**config.mk**
```make
export PLATFORM = sky130hd
export DESIGN_NAME = mem_write_arbiter
export DESIGN_NICKNAME = d
export VERILOG_FILES = /design/src/rtl/mem_write_arbiter.sv
export SDC_FILE = /design/constraint.sdc
export NUM_CORES = 1
export LEC_CHECK = 0
export ABC_AREA = 1
export BUFFER_PORTS_ARGS = -buffer_cell sky130_fd_sc_hd__clkbuf_2
export CAP_MARGIN = 10
export CORE_UTILIZATION = 29
export DETAILED_ROUTE_END_ITERATION = 12
export HOLD_SLACK_MARGIN = 0.06
export PLACE_DENSITY = 0.77
export SLEW_MARGIN = 25
export SYNTH_ARGS = -nofsm -noshare
export SYNTH_HDL_FRONTEND = slang
export SYNTH_SLANG_ARGS = --single-unit
```
**constraint.sdc**
```tcl
create_clock -name clk -period 1.1 [get_ports clk]
set_input_delay 0.055 -clock clk [delete_from_list [all_inputs] [get_ports clk]]
set_output_delay 0.055 -clock clk [all_outputs]
set_load 0.005 [all_outputs]
```
**src/rtl/mem_write_arbiter.sv**
```systemverilog
// Two-master round-robin arbiter for one single-beat memory write port (aw/w/b).
// Grants whole transactions (address, data, response) with no interleaving between masters.
module mem_write_arbiter #(
  parameter int ADDR_WDTH = 4,
  parameter int DATA_WDTH = 32,
  parameter int RESP_WDTH = 1
) (
  input  logic                 clk,
  input  logic                 rst,
  // master 0 (memory_filler)
  input  logic                 m0_aw_valid,
  output logic                 m0_aw_ready,
  input  logic [ADDR_WDTH-1:0] m0_aw_address,
  input  logic                 m0_w_valid,
  output logic                 m0_w_ready,
  input  logic [DATA_WDTH-1:0] m0_w_data,
  output logic                 m0_b_valid,
  output logic [RESP_WDTH-1:0] m0_b_resp,
  input  logic                 m0_b_ready,
  // master 1 (sorter write-back)
  input  logic                 m1_aw_valid,
  output logic                 m1_aw_ready,
  input  logic [ADDR_WDTH-1:0] m1_aw_address,
  input  logic                 m1_w_valid,
  output logic                 m1_w_ready,
  input  logic [DATA_WDTH-1:0] m1_w_data,
  output logic                 m1_b_valid,
  output logic [RESP_WDTH-1:0] m1_b_resp,
  input  logic                 m1_b_ready,
  // memory side
  output logic                 s_aw_valid,
  input  logic                 s_aw_ready,
  output logic [ADDR_WDTH-1:0] s_aw_address,
  output logic                 s_w_valid,
  input  logic                 s_w_ready,
  output logic [DATA_WDTH-1:0] s_w_data,
  input  logic                 s_b_valid,
  input  logic [RESP_WDTH-1:0] s_b_resp,
  output logic                 s_b_ready,
  // status
  output logic [1:0]           grant,
  output logic                 busy,
  output logic                 wr_err
);

  typedef enum logic [1:0] {IDLE = 2'd0, XFER = 2'd1, RESP = 2'd2} state_t;

  state_t     state, state_next;
  logic [1:0] grant_next;
  logic       last, last_next;
  logic       aw_done, aw_done_next;
  logic       w_done, w_done_next;
  logic       wr_err_next;

  logic                 g_aw_valid, g_w_valid, g_b_ready;
  logic [ADDR_WDTH-1:0] g_aw_address;
  logic [DATA_WDTH-1:0] g_w_data;
  logic                 aw_hs, w_hs, b_hs;

  // Signals of whichever master currently owns the port; all zero without a grant.
  // NOTE: every combinational output gets a default first so no path can infer a latch.
  always_comb begin
    g_aw_valid   = 1'b0;
    g_aw_address = '0;
    g_w_valid    = 1'b0;
    g_w_data     = '0;
    g_b_ready    = 1'b0;
    if (grant[0]) begin
      g_aw_valid   = m0_aw_valid;
      g_aw_address = m0_aw_address;
      g_w_valid    = m0_w_valid;
      g_w_data     = m0_w_data;
      g_b_ready    = m0_b_ready;
    end else if (grant[1]) begin
      g_aw_valid   = m1_aw_valid;
      g_aw_address = m1_aw_address;
      g_w_valid    = m1_w_valid;
      g_w_data     = m1_w_data;
      g_b_ready    = m1_b_ready;
    end
  end

  assign aw_hs = (state == XFER) && g_aw_valid && s_aw_ready && !aw_done;
  assign w_hs  = (state == XFER) && g_w_valid  && s_w_ready  && !w_done;
  assign b_hs  = (state == RESP) && s_b_valid  && g_b_ready;

  // NOTE: state registers use non-blocking assignments so every flop samples pre-edge values.
  always_ff @(posedge clk or posedge rst) begin
    if (rst) begin
      state   <= IDLE;
      grant   <= 2'b00;
      last    <= 1'b1;
      aw_done <= 1'b0;
      w_done  <= 1'b0;
      wr_err  <= 1'b0;
    end else begin
      state   <= state_next;
      grant   <= grant_next;
      last    <= last_next;
      aw_done <= aw_done_next;
      w_done  <= w_done_next;
      wr_err  <= wr_err_next;
    end
  end

  always_comb begin
    state_next   = state;
    grant_next   = grant;
    last_next    = last;
    aw_done_next = aw_done;
    w_done_next  = w_done;
    wr_err_next  = wr_err;
    unique case (state)
      IDLE: begin
        // On a tie the master that was not served last wins.
        if (m0_aw_valid && (!m1_aw_valid || last)) begin
          grant_next = 2'b01;
          state_next = XFER;
        end else if (m1_aw_valid) begin
          grant_next = 2'b10;
          state_next = XFER;
        end
      end
      XFER: begin
        aw_done_next = aw_done || aw_hs;
        w_done_next  = w_done  || w_hs;
        if (aw_done_next && w_done_next) begin
          aw_done_next = 1'b0;
          w_done_next  = 1'b0;
          state_next   = RESP;
        end
      end
      RESP: begin
        if (b_hs) begin
          wr_err_next = wr_err || (s_b_resp != '0);
          last_next   = grant[1];
          grant_next  = 2'b00;
          state_next  = IDLE;
        end
      end
      default: state_next = IDLE;
    endcase
  end

  always_comb begin
    s_aw_valid   = 1'b0;
    s_w_valid    = 1'b0;
    s_b_ready    = 1'b0;
    s_aw_address = g_aw_address;
    s_w_data     = g_w_data;
    m0_aw_ready  = 1'b0;
    m0_w_ready   = 1'b0;
    m0_b_valid   = 1'b0;
    m0_b_resp    = '0;
    m1_aw_ready  = 1'b0;
    m1_w_ready   = 1'b0;
    m1_b_valid   = 1'b0;
    m1_b_resp    = '0;
    case (state)
      XFER: begin
        s_aw_valid  = g_aw_valid && !aw_done;
        s_w_valid   = g_w_valid  && !w_done;
        m0_aw_ready = grant[0] && s_aw_ready && !aw_done;
        m0_w_ready  = grant[0] && s_w_ready  && !w_done;
        m1_aw_ready = grant[1] && s_aw_ready && !aw_done;
        m1_w_ready  = grant[1] && s_w_ready  && !w_done;
      end
      RESP: begin
        s_b_ready  = g_b_ready;
        m0_b_valid = grant[0] && s_b_valid;
        m1_b_valid = grant[1] && s_b_valid;
        m0_b_resp  = grant[0] ? s_b_resp : '0;
        m1_b_resp  = grant[1] ? s_b_resp : '0;
      end
      default: ;
    endcase
  end

  assign busy = (state != IDLE);

endmodule

```
==> impl_metrics.toml <==
[outcome]
status = "complete, but fails checks"
violations = "setup timing"

[setup_path]
arrival_ps = 1350
criticalPathCategory = "flip-flop to output port"
rr_worst_depth = 7
rr_endpoint = "state[1]"
start_kind = "flip-flop"
crit_slowest_cell = "dfrtp_1"
endpoint_kind = "output port"
crit_chain = "inv_4 -> nor2_4 -> nand3_2 -> buf_6 -> nor2_4 -> buf_2"
rr_startpoint = "state[0]"
r2r_setup_slack_ps = -230
cp-startpoint = "state[0]"
slowest_delay_ps = 390
worst_path_most_repeated_cell = "nor2_4"
worstPathRequired_ps = 1040
worstPathMaxFanout = 4

[timing]
max_clock_freq_mhz = 710
slew-limit-headroom_pct = 75.4
slew_violations = 0
max_slew.worst_pin.slew_ps = 369
min_period_ps = 1410
hold_viol_final = 0
fin_setup_tns_ps = -11040
fin_crit_sh_pct = 128
finClkSkew_ps = 9.66
setup_viol = 56
fin_ws_ps = -308
rsz0062_at_grt = "true"

[clock_network]
cts_htree_levels = 1
clk_latency_ps = 260
clock_sinks = 8
tritoncts = "done"
path_clk_slew_ps = 60
numCtsBuffers = 3
root_buffer = "clkbuf_4"
cts_buffer_depth = 2

[yosys]
yosysWarnings = 0
synth.top_cell.area_share_pct = 34.2
synthesis.area_um2 = 1050
synthTopCellsByArea = "nand2_1 (34%), nand3_1 (19%), dfrtp_1 (17%), inv_1 (5.7%), buf_2 (4.8%)"
synth_most_common_cell = "nand2_1"
synthCells = 202
synth_top_family_by_area = "simple AND/OR/NAND/NOR gates"
yosys-mux-area-fraction_pct = 0
synth-edff-count = 0
ys_types = 19
yosysSeqAreaShare_pct = 19.1
synth_flop_cell = "dfrtp_1"
yosys.area.top_type = "nand2_1"
avgSynthCellArea_um2 = 5.22
synthArstFlopShare_pct = 100
yosys.area_share.simple_pct = 64.7
yosys-top-cells-count = "nand2_1 (96), nand3_1 (40), inv_1 (16), buf_2 (10)"
synth_xor_area_share_pct = 0
syn_nets = 286
synthAdderAreaFrac_pct = 0
ys_ff_latch = 8
synth_compound_area_share_pct = 4.63

[die]
die_h_um = 62.3
pin_count = 135
rows = 21
initial_core_util_pct = 30.8
fp.dieArea_um2 = 3880
die_w_um = 62.3
core_area_um2 = 3420

[hold_path]
worstHoldPathType = "input pin to flip-flop"
hp-start = "s_b_resp"
hold_end = "wr_err"
whs_path_depth = 3

[grt]
track_usage_pct = 21.7
antenna_found_initial = 0
grt_first_pass_wirelength_um = 7040
grt_pass1_vias = 1691
overflow = 0
grt_max_degree = 29

[routing]
wl_per_cell_um = 11.7
drc = 0
postRouteWirelength_um = 4710
vias = 1888
drtIter0Drc = 85
dr.pass1.iters = 4
vias_per_cell = 4.71
ant_nets = 0

[layout]
fill_cells = 319
area_growth_pct = 107
drive_gt1_share_pct = 54.1
nNetsFinal = 440
antennaDiodeCount = 0
final_util_pct = 63.7

[placement]
io_buffer_count = 134
post-dp-hpwl_um = 3200
globalplace.congestion = 0.841

[power_and_ir_drop]
totalPowerFinal_mw = 4.94
cellLeakagePower_nw = 1.39
powerDensity_nw_per_um2 = 2270
vdd_drop_max_mv = 1.58

[run]
drv_cap = 0
==> power breakdown <==
group,switching (mW),total [mW],internal [mW]
Combinational,2.13,4.03,1.90
Clock,0.110,0.250,0.139
Sequential,0.207,0.662,0.455
==> what timing repair did <==
| item | 4_1_cts | 5_1_grt |
|---|---|---|
| endpoints found under the hold margin | 8 | 0 |
| pin swaps | 5 | 10 |
| cloned | 0 | 1 |
| endpoints found under the setup margin | 55 | 56 |
| hold buffers | 1 | 0 |
| resized for setup | 24 | 31 |
| setup buffers | 7 | 4 |
==> worst max path at each step <==
| stage | endpoint | cells after the start |
|---|---|---|
| 6_report | s_aw_valid | 6 |
| 2_1_floorplan | grant[0] | 8 |
| 5_1_grt | s_aw_valid | 6 |
| 3_3_place_gp | state[0] | 7 |
| 4_1_cts | m0_aw_ready | 4 |
| 3_5_place_dp | grant[0] | 8 |
==> cell usage in the layout, fill, tap and decap left out, drive strengths merged <==
| cell | synthesis | routed |
|---|---|---|
| clkbuf | 2 | 133 |
| dfstp | 1 | 1 |
| o21ai | 5 | 5 |
| dlygate4sd3 | 0 | 1 |
| nand4 | 2 | 2 |
| nand3 | 40 | 40 |
| a21oi | 1 | 1 |
| buf | 10 | 31 |
| nor3 | 2 | 2 |
| inv | 17 | 17 |
| nor2 | 9 | 9 |
| o21bai | 2 | 2 |
| nor4 | 4 | 4 |
| nand2 | 100 | 100 |
| dfrtp | 7 | 7 |
==> stage by stage <==
step                      setup slack (ps)  hold WS [ps]  cell area (um^2)  instances
after floorplan                       15.7          -130              1050        202
after global placement               -38.7         -3.14              1840        385
after detailed placement             -82.8          3.07              1840        385
after CTS                             -239          94.7              2020        397
after global routing                  -363           130              2180        401
final                                 -308           109              2180        401
==> worst max-delay path, delay by kind of cell (launching register included) <==
| kind | cells | cell delay, ps |
|---|---|---|
| DFF | 1 | 390 |
| and+or+nand+nor | 3 | 380 |
| buffers and inverters | 3 | 320 |
==> layout make-up <==
class / instances / area [um^2] / share of cell area [%]
clock buffers: 4 / 26.3 / 1.21
inverters: 17 / 73.8 / 3.39
multi-input cells: 165 / 848 / 39.0
flip-flops and latches: 8 / 205 / 9.43
well taps: 46 / 57.6 / 2.64
repair buffers: 161 / 966 / 44.4
==> routing by layer <==
layer  track usage, %  part of all wire [%]  vias up
met4             8.43                   2.2        0
met1             22.4                    37      830
met2             42.9                    54       93
met3             3.31                   6.9       16
li1                 -                     -      949
met5                0                     0        -
==> cell families after synthesis <==
group	count (synthesis)
AND/OR/NAND/NOR	157
buffers and inverters	29
flip-flops	8
AO/OA/AOI/OAI	8
==> state kept, by name, indices dropped and copies added (netlist names) <==
register	flops
aw_done	1
grant	2
last	1
state	2
w_done	1
wr_err	1
No activity file was read; power rests on OpenSTA's default activity.
